**src/rtl/fifo_arb_pkg.sv**
```systemverilog
// Shared types and helpers for the FIFO write-port arbiter.
package fifo_arb_pkg;

  typedef enum logic {
    ARB_IDLE = 1'b0,
    ARB_BUSY = 1'b1
  } arb_state_t;

  // Index increment with wrap at n.
  function automatic int rr_next(input int idx, input int n);
    return (idx + 1 >= n) ? 0 : idx + 1;
  endfunction

endpackage

```
**src/rtl/rr_pick.sv**
```systemverilog
// Combinational round-robin picker: first request at or after ptr_i, wrapping.
// Zero latency; no backpressure (pure function of its inputs).
module rr_pick #(
  parameter int NREQ = 4,
  parameter int IW   = $clog2(NREQ)
) (
  input  logic [NREQ-1:0] req_i,
  input  logic [IW-1:0]   ptr_i,
  output logic [NREQ-1:0] onehot_o,
  output logic [IW-1:0]   idx_o,
  output logic            any_o
);

  logic [IW:0] cand;

  always_comb begin
    onehot_o = '0;
    idx_o    = '0;
    any_o    = 1'b0;
    cand     = '0;
    for (int k = 0; k < NREQ; k++) begin
      cand = {1'b0, ptr_i} + (IW+1)'(k);
      if (cand >= (IW+1)'(NREQ)) cand = cand - (IW+1)'(NREQ);
      if (!any_o && req_i[cand[IW-1:0]]) begin
        any_o                 = 1'b1;
        idx_o                 = cand[IW-1:0];
        onehot_o[cand[IW-1:0]] = 1'b1;
      end
    end
  end

endmodule

```
**src/rtl/fifo_write_arbiter.sv**
```systemverilog
// Round-robin, burst-locked sharer of the async FIFO write port; burst locking under FIFO_WARB_BURST_EN.
// Latency: one arbitration cycle before the first beat; backpressure: registered wfull stalls the owner.
module fifo_write_arbiter
  import fifo_arb_pkg::*;
#(
  parameter int NREQ      = 4,
  parameter int DW        = 8,
  parameter int MAX_BURST = 4,
  parameter int IW        = $clog2(NREQ)
) (
  input  logic             wclk,
  input  logic             wrst,
  input  logic [NREQ-1:0]  req_valid,
  input  logic [NREQ-1:0]  req_last,
  input  logic [NREQ*DW-1:0] req_data,
  output logic [NREQ-1:0]  req_ready,
  input  logic             wfull,
  output logic             winc,
  output logic [DW-1:0]    wdata,
  output logic [IW-1:0]    gnt_id,
  output logic             busy
);

  arb_state_t      state_q, state_d;
  logic [IW-1:0]   rr_ptr_q, rr_ptr_d;
  logic [IW-1:0]   gnt_id_q, gnt_id_d;
  logic [NREQ-1:0] pick_oh;
  logic [IW-1:0]   pick_idx;
  logic            pick_any;
  logic            own_vld;
  logic            beat;
  logic            burst_done;
  logic            unused_oh;

  rr_pick #(.NREQ(NREQ), .IW(IW)) u_pick (
    .req_i    (req_valid),
    .ptr_i    (rr_ptr_q),
    .onehot_o (pick_oh),
    .idx_o    (pick_idx),
    .any_o    (pick_any)
  );

  assign unused_oh = ^pick_oh;
  assign own_vld   = req_valid[gnt_id_q];
  assign beat      = (state_q == ARB_BUSY) && own_vld && !wfull;

`ifdef FIFO_WARB_BURST_EN
  localparam int CW = $clog2(MAX_BURST + 1);
  logic [CW-1:0] cnt_q, cnt_d;

  // Counter only moves on real beats, so a wfull stall freezes it.
  assign burst_done = req_last[gnt_id_q] || ((cnt_q + CW'(1)) == CW'(MAX_BURST));

  always_comb begin
    cnt_d = cnt_q;
    if (state_q == ARB_IDLE && pick_any) cnt_d = '0;
    else if (beat)                      cnt_d = cnt_q + CW'(1);
  end

  always_ff @(posedge wclk) begin
    if (wrst) cnt_q <= '0;
    else      cnt_q <= cnt_d;
  end
`else
  logic unused_last;
  assign unused_last = ^req_last;
  assign burst_done  = 1'b1;
`endif

  always_comb begin
    state_d   = state_q;
    rr_ptr_d  = rr_ptr_q;
    gnt_id_d  = gnt_id_q;
    req_ready = '0;
    winc      = 1'b0;
    wdata     = '0;
    case (state_q)
      ARB_IDLE: begin
        if (pick_any) begin
          gnt_id_d = pick_idx;
          state_d  = ARB_BUSY;
        end
      end
      ARB_BUSY: begin
        req_ready[gnt_id_q] = !wfull;
        winc                = beat;
        wdata               = req_data[gnt_id_q*DW +: DW];
        // An owner that goes quiet gives up its grant even during a stall.
        if ((beat && burst_done) || !own_vld) begin
          state_d  = ARB_IDLE;
          rr_ptr_d = IW'(rr_next(int'(gnt_id_q), NREQ));
        end
      end
      default: state_d = ARB_IDLE;
    endcase
  end

  always_ff @(posedge wclk) begin
    if (wrst) begin
      state_q  <= ARB_IDLE;
      rr_ptr_q <= '0;
      gnt_id_q <= '0;
    end else begin
      state_q  <= state_d;
      rr_ptr_q <= rr_ptr_d;
      gnt_id_q <= gnt_id_d;
    end
  end

  assign busy   = (state_q == ARB_BUSY);
  assign gnt_id = gnt_id_q;

endmodule

```
**config.mk**
```make
export PLATFORM = sky130hd
export DESIGN_NAME = fifo_write_arbiter
export DESIGN_NICKNAME = d
export VERILOG_FILES = /design/src/rtl/fifo_arb_pkg.sv /design/src/rtl/rr_pick.sv /design/src/rtl/fifo_write_arbiter.sv
export SDC_FILE = /design/constraint.sdc
export NUM_CORES = 1
export LEC_CHECK = 0
export CAP_MARGIN = 10
export CORE_MARGIN = 5
export CORE_UTILIZATION = 33
export DETAILED_ROUTE_END_ITERATION = 10
export PLACE_DENSITY = 0.85
export SLEW_MARGIN = 30
export SYNTH_ARGS = -nofsm -noshare
export SYNTH_HDL_FRONTEND = slang
export SYNTH_SLANG_ARGS = --single-unit
```
**constraint.sdc**
```tcl
create_clock -name wclk -period 2.8 [get_ports wclk]
set_input_delay 0.84 -clock wclk [delete_from_list [all_inputs] [get_ports wclk]]
set_output_delay 0.84 -clock wclk [all_outputs]
set_load 0.03 [all_outputs]
```
Word level (Yosys, flattened, before mapping)
Cells that the tools add are included.

storage, ports and cells
  register bits = 5
  bits of input ports = 43
  output and inout port bits = 16
  logic and storage cells = 70

operators by class
  add/sub/neg operators = 8
  $lt $le $gt $ge = 11
  shifts and indexed selects = 1
  multiplexer cells = 31
  bitwise logic cells = 2
  reductions and logical operators = 14

operator list
  kind                                                 count
  variable part select 32 x 6 -> 8 bit                 1
  two-way mux 2 bit                                    9
  < comparator 2 x 3 -> 1 bit, second input constant   5
  two-way mux 1 bit                                    13
  >= comparator 3 bit, second input constant           4
  binary-select mux 1 bit (select 2 bit)               5
  two-way mux 8 bit                                    1
  subtractor 2 x 1 -> 2 bit, second input constant     4
  adder 2 x 1 -> 3 bit, second input constant          2
  adder 2 x 2 -> 3 bit, second input constant          2
  logical AND 1 bit                                    6
  zero test 1 bit                                      5
  AND 4 bit                                            1
  two-way mux 4 bit                                    1
  AND reduction 2 bit                                  2
  >= comparator 2 x 3 -> 1 bit, second input constant  1
  demux 1 bit (select 2 bit)                           1
  >= comparator 2 x 1 -> 1 bit, second input constant  1
  case mux 1 bit (2 select lines)                      1
  logical OR 1 bit                                     1
  inverter 1 bit                                       1

Longest topological paths before layout
  depth in word-level cells = 16
  depth in mapped cells = 5
  gate-level depth less buffers = 4

Cells and area by module
From an unflattened synthesis, not the netlist that was laid out.

unflattened totals
  cells, all modules = 101
  area, all modules = 1,044.8 µm²

modules (own cells, without submodules)
  module              instances  cells each  area an instance (µm²)  seq. area each (µm²)
  fifo_write_arbiter  1          56          623.1                   100.1
  rr_pick             1          45          421.7                   0.0

Worst setup path after synthesis
OpenSTA, ideal clock, no wires.

  path kind = reg2out
  start point = register gnt_id_q[0] (netlist: gnt_id[0])
  end point = output wdata[0]
  arrival time = 1,654 ps
  data required time = 1,960 ps
  slack = 306 ps
  cell stages (with the launch flop) = 4
  path buffers = 1
  cell sequence = dfxtp_1 buf_4 mux4_2 and2_1

on the way
  word-level cells in the longest chain between the ends = 2

ends and longest elaborated chain
  item                                  line                       source
  start, declared                       fifo_write_arbiter.sv:26   logic [IW-1:0] gnt_id_q, gnt_id_d;
  start signal, assigned                fifo_write_arbiter.sv:106  gnt_id_q <= gnt_id_d;
  variable part select 32 x 6 -> 8 bit  fifo_write_arbiter.sv:87   wdata = req_data[gnt_id_q*DW +: DW];
  two-way mux 8 bit                     fifo_write_arbiter.sv:77   case (state_q)
  end, declared                         fifo_write_arbiter.sv:19   output logic [DW-1:0] wdata,

No other way between the ends.

Worst setup path in the final report
  start point = input req_valid[0]
  end point = output winc

on the way
  word-level cells in the longest chain between the ends = 5

ends and longest elaborated chain
  item                                     line                      source
  start, declared                          fifo_write_arbiter.sv:13  input logic [NREQ-1:0] req_valid,
  binary-select mux 1 bit (select 2 bit)   fifo_write_arbiter.sv:44  assign own_vld = req_valid[gnt_id_q];
  two-way mux 1 bit (not written as such)  fifo_write_arbiter.sv:44
  logical AND 1 bit (2 in a row)           fifo_write_arbiter.sv:45  assign beat = (state_q == ARB_BUSY) && own_vld && !wfull;
  two-way mux 1 bit                        fifo_write_arbiter.sv:77
  end, declared                            fifo_write_arbiter.sv:18  output logic winc,

No other way between the ends. The select of a mux whose other input is x is not followed.

==> impl_metrics.ini <==
[floorplanning]
design.die.area_sq_um = 2970
row_count = 16
fp.coreArea_sq_um = 1920
die_h_microns = 54.5
dieWidth_microns = 54.5
floorplan.initialDensity = 0.340
pin_count = 59

[yosys]
synth_largest_type_area_fraction = 0.276
synth_top_cells_by_count = sky130_fd_sc_hd__and2_1, sky130_fd_sc_hd__mux4_2, sky130_fd_sc_hd__dfxtp_1, sky130_fd_sc_hd__inv_1
synthMostInstantiatedCell = sky130_fd_sc_hd__and2_1
synth_area_leaders = sky130_fd_sc_hd__mux4_2, sky130_fd_sc_hd__dfxtp_1, sky130_fd_sc_hd__and2_1
synth.largest_area_cell = sky130_fd_sc_hd__mux4_2
post_synthesis_mean_instance_area_sq_um = 9.60
synth_edf_count = 0
synthesis.area_sq_um = 653
synth-seq-area-share = 0.153
net_count_synth = 115
yosysUniqueCellTypes = 26
synthArstFlopShare = 0
postSynthCellCount = 68
synth.ff_latch_count = 5
postSynth.topFlopCell = sky130_fd_sc_hd__dfxtp_1
yosysWarningCount = 0

[critical_path]
worstSetupStartpointType = input port
arrival_time_reported_for_the_critical_path_endpoint_ps = 1930
worst_ep_required_time_ps = 1960
crit_type = in2out
end_kind = output pin
critical_path_peak_fanout = 2

[detailed_routing]
detailedRoute.firstIterationViolations = 8
drt.antenna.violating_nets = 0
wire_length_per_cell_microns = 17.4
drcViolationCount = 0
detailroute.via_count = 839
detail_route.wirelength_microns = 2810
vias_per_cell = 5.21
firstDrtPassIters = 4

[sta]
timing.final.ws_setup_ps = 34.8
grt_setup_unrepaired = false
report.final.slew_viol_count = 0
final-hold-violation-count = 0
final.min_clock_period_ps = 2770
final.period_utilization = 0.988
fmaxAchievable_mhz = 362
worstMarginPinSlew_ps = 550
max_slew_headroom = 0.633
clock_skew_ps = 8.84
timing.final.setup_violations = 0

[cts]
clock-root-buffer = sky130_fd_sc_hd__clkbuf_4
cts_buffers = 3
h-tree-depth = 1
hold_buffers = 0
clk_path_buf_depth = 2
clk-insertion-delay-late_ps = 260
tritoncts_num_sinks = 5
cts_tree = done
clkTransAtPathRegs_ps = 40

[final_layout]
final_layout_size_suffix_gt1_frac = 0.343
final_nets = 182
diodes = 0
stdcell_area_sq_um = 1310
area_growth_syn_to_layout_pct = 101

[run_status]
outcome = complete, no violations

[global_route]
number_of_antenna_violations_at_the_first_check_in_global_routing = 0
gr-usage-all-layers = 0.195
pin_count_of_the_biggest_net_entering_global_routing = 16
globalRoute.totalOverflow = 0
grt_pass1_wl_microns = 4010
number_of_global_route_vias_before_repair = 840

[power]
ir_worst_vdd_mv = 0.317
p_total_w = 0.000422
leakagePower_nw = 0.599
power_density_nw_per_um2 = 322

[place]
number_of_buffers_added_on_ports = 54
routabilityCongestion = 0.714
placedInstanceArea_sq_um = 1290
dp_hpwl_microns = 2240
dp_worst_setup_slack_ps = -556

[run]
max-cap-violations = 0

[min_path]
min_path_type = reg2reg
## area by class of cell
class / count / area [sq um]
clock buffer: 4 / 26.3
fill: 142 / 612
inverter: 5 / 18.8
multi-input combinational: 55 / 538
sequential: 5 / 100
tap: 27 / 33.8
timing repair buffer: 65 / 593
## registers in the layout, indices dropped and copies added (netlist names)
register	count
gnt_id	2
rr_ptr_q	2
busy	1
## worst paths after layout
check / startpoint / end / slack [ps] / depth (start not counted)
setup / recovery: req_valid[0] / winc / 30 / 5
hold / removal: rr_ptr_q[0]$_SDFFE_PP0P_ / rr_ptr_q[0]$_SDFFE_PP0P_ / 490 / 2
setup reg to reg: gnt_id[1]$_SDFFE_PP0P_ / rr_ptr_q[0]$_SDFFE_PP0P_ / 780 / 7
hold reg to reg: rr_ptr_q[0]$_SDFFE_PP0P_ / rr_ptr_q[0]$_SDFFE_PP0P_ / 490 / 2
## worst max-delay path, stage by stage
cell                              delay (ps)
sky130_fd_sc_hd__clkdlybuf4s50_1         440
sky130_fd_sc_hd__mux2i_2                 220
sky130_fd_sc_hd__nand2_1                  80
sky130_fd_sc_hd__and3_1                  180
sky130_fd_sc_hd__buf_4                   160
## cells in the final DEF, fill, tap and decap left out, types with 3 or more instances in the layout
cell type	n
sky130_fd_sc_hd__a21oi_1	4
sky130_fd_sc_hd__nor2_1	3
sky130_fd_sc_hd__clkbuf_4	3
sky130_fd_sc_hd__dlygate4sd2_1	32
sky130_fd_sc_hd__dfxtp_1	5
sky130_fd_sc_hd__and2_4	8
sky130_fd_sc_hd__inv_1	5
sky130_fd_sc_hd__and2_1	4
sky130_fd_sc_hd__nand2_1	4
sky130_fd_sc_hd__mux4_2	8
sky130_fd_sc_hd__mux2i_1	3
sky130_fd_sc_hd__buf_4	15
sky130_fd_sc_hd__buf_6	8
sky130_fd_sc_hd__clkdlybuf4s50_1	9
sky130_fd_sc_hd__ha_1	4
## kinds of logic after synthesis
kind of cell	after synthesis	share of synthesized area
DFF	5	0.153
and+or+nand+nor	25	0.213
adders and majority gates	4	0.0766
AOI/OAI and AO/OA	13	0.140
muxes	13	0.364
buffers and inverters	8	0.0536
## where the power goes
part           internal [W]  total (W)  switching (W)
Clock             0.0000543  0.0000903      0.0000360
Combinational      0.000137   0.000239       0.000102
Sequential        0.0000780  0.0000922      0.0000142
Total              0.000269   0.000422       0.000153
## per-layer routing
metal	share of wire	global-route usage	routed length, microns	up-vias
li1	-	-	-	389
met1	0.38	0.202	1070	391
met2	0.46	0.341	1280	54
met3	0.15	0.0872	423	5
met4	0.012	0.0747	34	0
met5	0	0	0	-
## through the flow
step	setup TNS (ps)	util	hold slack, ps	instances
6_report	0	0.682	494	161
5_1_grt	0	0.682	518	161
4_1_cts	0	0.678	494	160
3_5_place_dp	-4050	0.669	488	156
3_3_place_gp	-3810	0.669	479	156
2_1_floorplan	0	-	451	68
## timing repair
| item | CTS | global route |
|---|---|---|
| resized for setup | 96 | 0 |
| hold endpoints to repair | 0 | 0 |
| setup buffers | 0 | 1 |
| setup endpoints to repair | 8 | 1 |
No activity file was read; power rests on OpenSTA's default activity.
==> variant, RTL diff (config.mk and constraints unchanged) <==
Change the parameter `DW` from 8 to 7.
--- a/src/rtl/fifo_write_arbiter.sv
+++ b/src/rtl/fifo_write_arbiter.sv
@@ -4,7 +4,7 @@
   import fifo_arb_pkg::*;
 #(
   parameter int NREQ      = 4,
-  parameter int DW        = 8,
+  parameter int DW        = 7,
   parameter int MAX_BURST = 4,
   parameter int IW        = $clog2(NREQ)
 ) (
Interface: changed (resized req_data and wdata); port bits go from 59 to 54. The function was not compared with the original's and may differ.
==> variant against the unedited design <==
Fmax grew 2.5%; worst setup slack better by 0.067 ns; first-iteration DRC count shrank 13%; sequential cell count did not move; wire length decreased by 20%; final area is 6.6% lower; die area grew 4.7%; synthesized area increased by 5.7%; via count fell by 10%; power shrank 2.2%.
==> variant: results <==
group,metric,value,unit
clocking,cts_buffers,3,
grt,track_usage,0.151,
grt,grt_pass1_vias,798,
timing,tightest_slew,0.473,ns
timing,hold_violations,0,
layout,final_nets,174,
timing,finalCriticalPeriod,2.70,ns
clocking,cts_buffer_depth,2,
clocking,clk_latency,0.24,ns
routing,drt_iter0_markers,7,
logic_synthesis,ys.flop_type,"dfxtp_1",
place,post-dp-hpwl,1880,um
setup_path,arrival,1.86,ns
logic_synthesis,async_flop_share,0,
clocking,cts-root-buf,"clkbuf_4",
place,dpl_worst_slack,-0.559,ns
power,p_leak,0.555,nW
logic_synthesis,yosysWarnings,0,
clocking,h-tree-depth,1,
routing,dr_wl_met2,1310,um
grt,met2_usage,0.287,
logic_synthesis,yosysUniqueCellTypes,29,
grt,antenna_found_initial,0,
routing,drt_first_pass_iters,4,
routing,wl_met3,77,um
place,io_buffers,49,
routing,drt-total-wl,2240,um
power,ir_drop,197,uV
setup_path,path_max_fanout,2,
routing,met1_length,847,um
layout,num_antenna_cells,0,
clocking,clk_pin_slew,0.05,ns
outcome,status,"finished, final reports clean",
routing,viasPerCell,4.79,
setup_path,crit_family,"buffers and inverters",
routing,highest_layer,"met4",
grt,gr-usage-met3,0.0278,
timing,finalSetupViolations,0,
setup_path,rrSetupSlack,0.92,ns
grt,grt_max_degree,13,
grt,grt_pass1_wl,3720,um
logic_synthesis,synth_area_leaders,"mux4_1 27%, dfxtp_1 14%, and2_1 11%, ha_1 7.2%, a21oi_1 5.1%",
place,gp_congestion,0.700,
timing,clock_skew,0.00553,ns
logic_synthesis,synth_nets,116,
setup_path,slowest_stage,"clkdlybuf4s50_1",
logic_synthesis,synthTopCellsByCount,"12 x and2_1, 7 x a21oi_1, 7 x mux4_1",
logic_synthesis,ys_seq_area_frac,0.145,
min_path,hp-class,"reg -> reg",
layout,drive_gt1_frac,0.308,
grt,grt_use_met1,0.165,
setup_path,slowest_delay,0.42,ns
variant: cell type report:
type                       count  area (um^2)
clock buffer                   3         22.5
clock inverter                 1         5.00
fill                         172          758
inverter                       4         15.0
multi-input combinational     60          536
sequential                     5          100
tap                           27         33.8
timing repair buffer          57          512
variant: final timing paths:
path | startpoint | endpoint | depth (start not counted)
worst min register to register | rr_ptr_q[0] | rr_ptr_q[0] | 2
worst max-delay path | req_valid[3] | winc | 5
worst min-delay path | rr_ptr_q[0] | rr_ptr_q[0] | 2
worst max register to register | gnt_id[1] | rr_ptr_q[0] | 6
variant: stage by stage:
stage / TNS, ns / hold WS, ns / instances / instance area, um^2 / power (mW)
global placement: -3.50 / 0.523 / 153 / 1230 / 0.321
floorplan: 0 / 0.486 / 73 / 691 / 0.220
detailed placement: -3.63 / 0.544 / 153 / 1230 / 0.327
global route: 0 / 0.602 / 157 / 1220 / 0.444
finish: 0 / 0.545 / 157 / 1220 / 0.412
CTS: 0 / 0.555 / 157 / 1220 / 0.418
variant: tightest hold or removal path: cells and delay by family, from the launching register on:
kind | cells | cell delay [ns]
AO/OA/AOI/OAI | 1 | 0.05
flip-flops | 1 | 0.36
AND/OR/NAND/NOR | 1 | 0.08
variant: timing repair:
| item | CTS | global route |
|---|---|---|
| resized for setup | 91 | 0 |
| endpoints found under the setup margin | 7 | 0 |
| setup buffers | 0 | 0 |
variant: logic make-up (layout without fill, tap and decap cells):
kind of cell    after synthesis  in the layout  synth area share
compound gates               16             16             0.161
fa+ha+maj                     4              4            0.0725
buf+inv                       8             65            0.0670
flops                         5              5             0.145
mux                          10             10             0.315
simple gates                 30             30             0.239
variant: report_power, final:
group          total, mW  switching, mW  internal [mW]
Combinational      0.229         0.0982          0.131
Clock             0.0822         0.0305         0.0517
Sequential         0.101         0.0219         0.0791
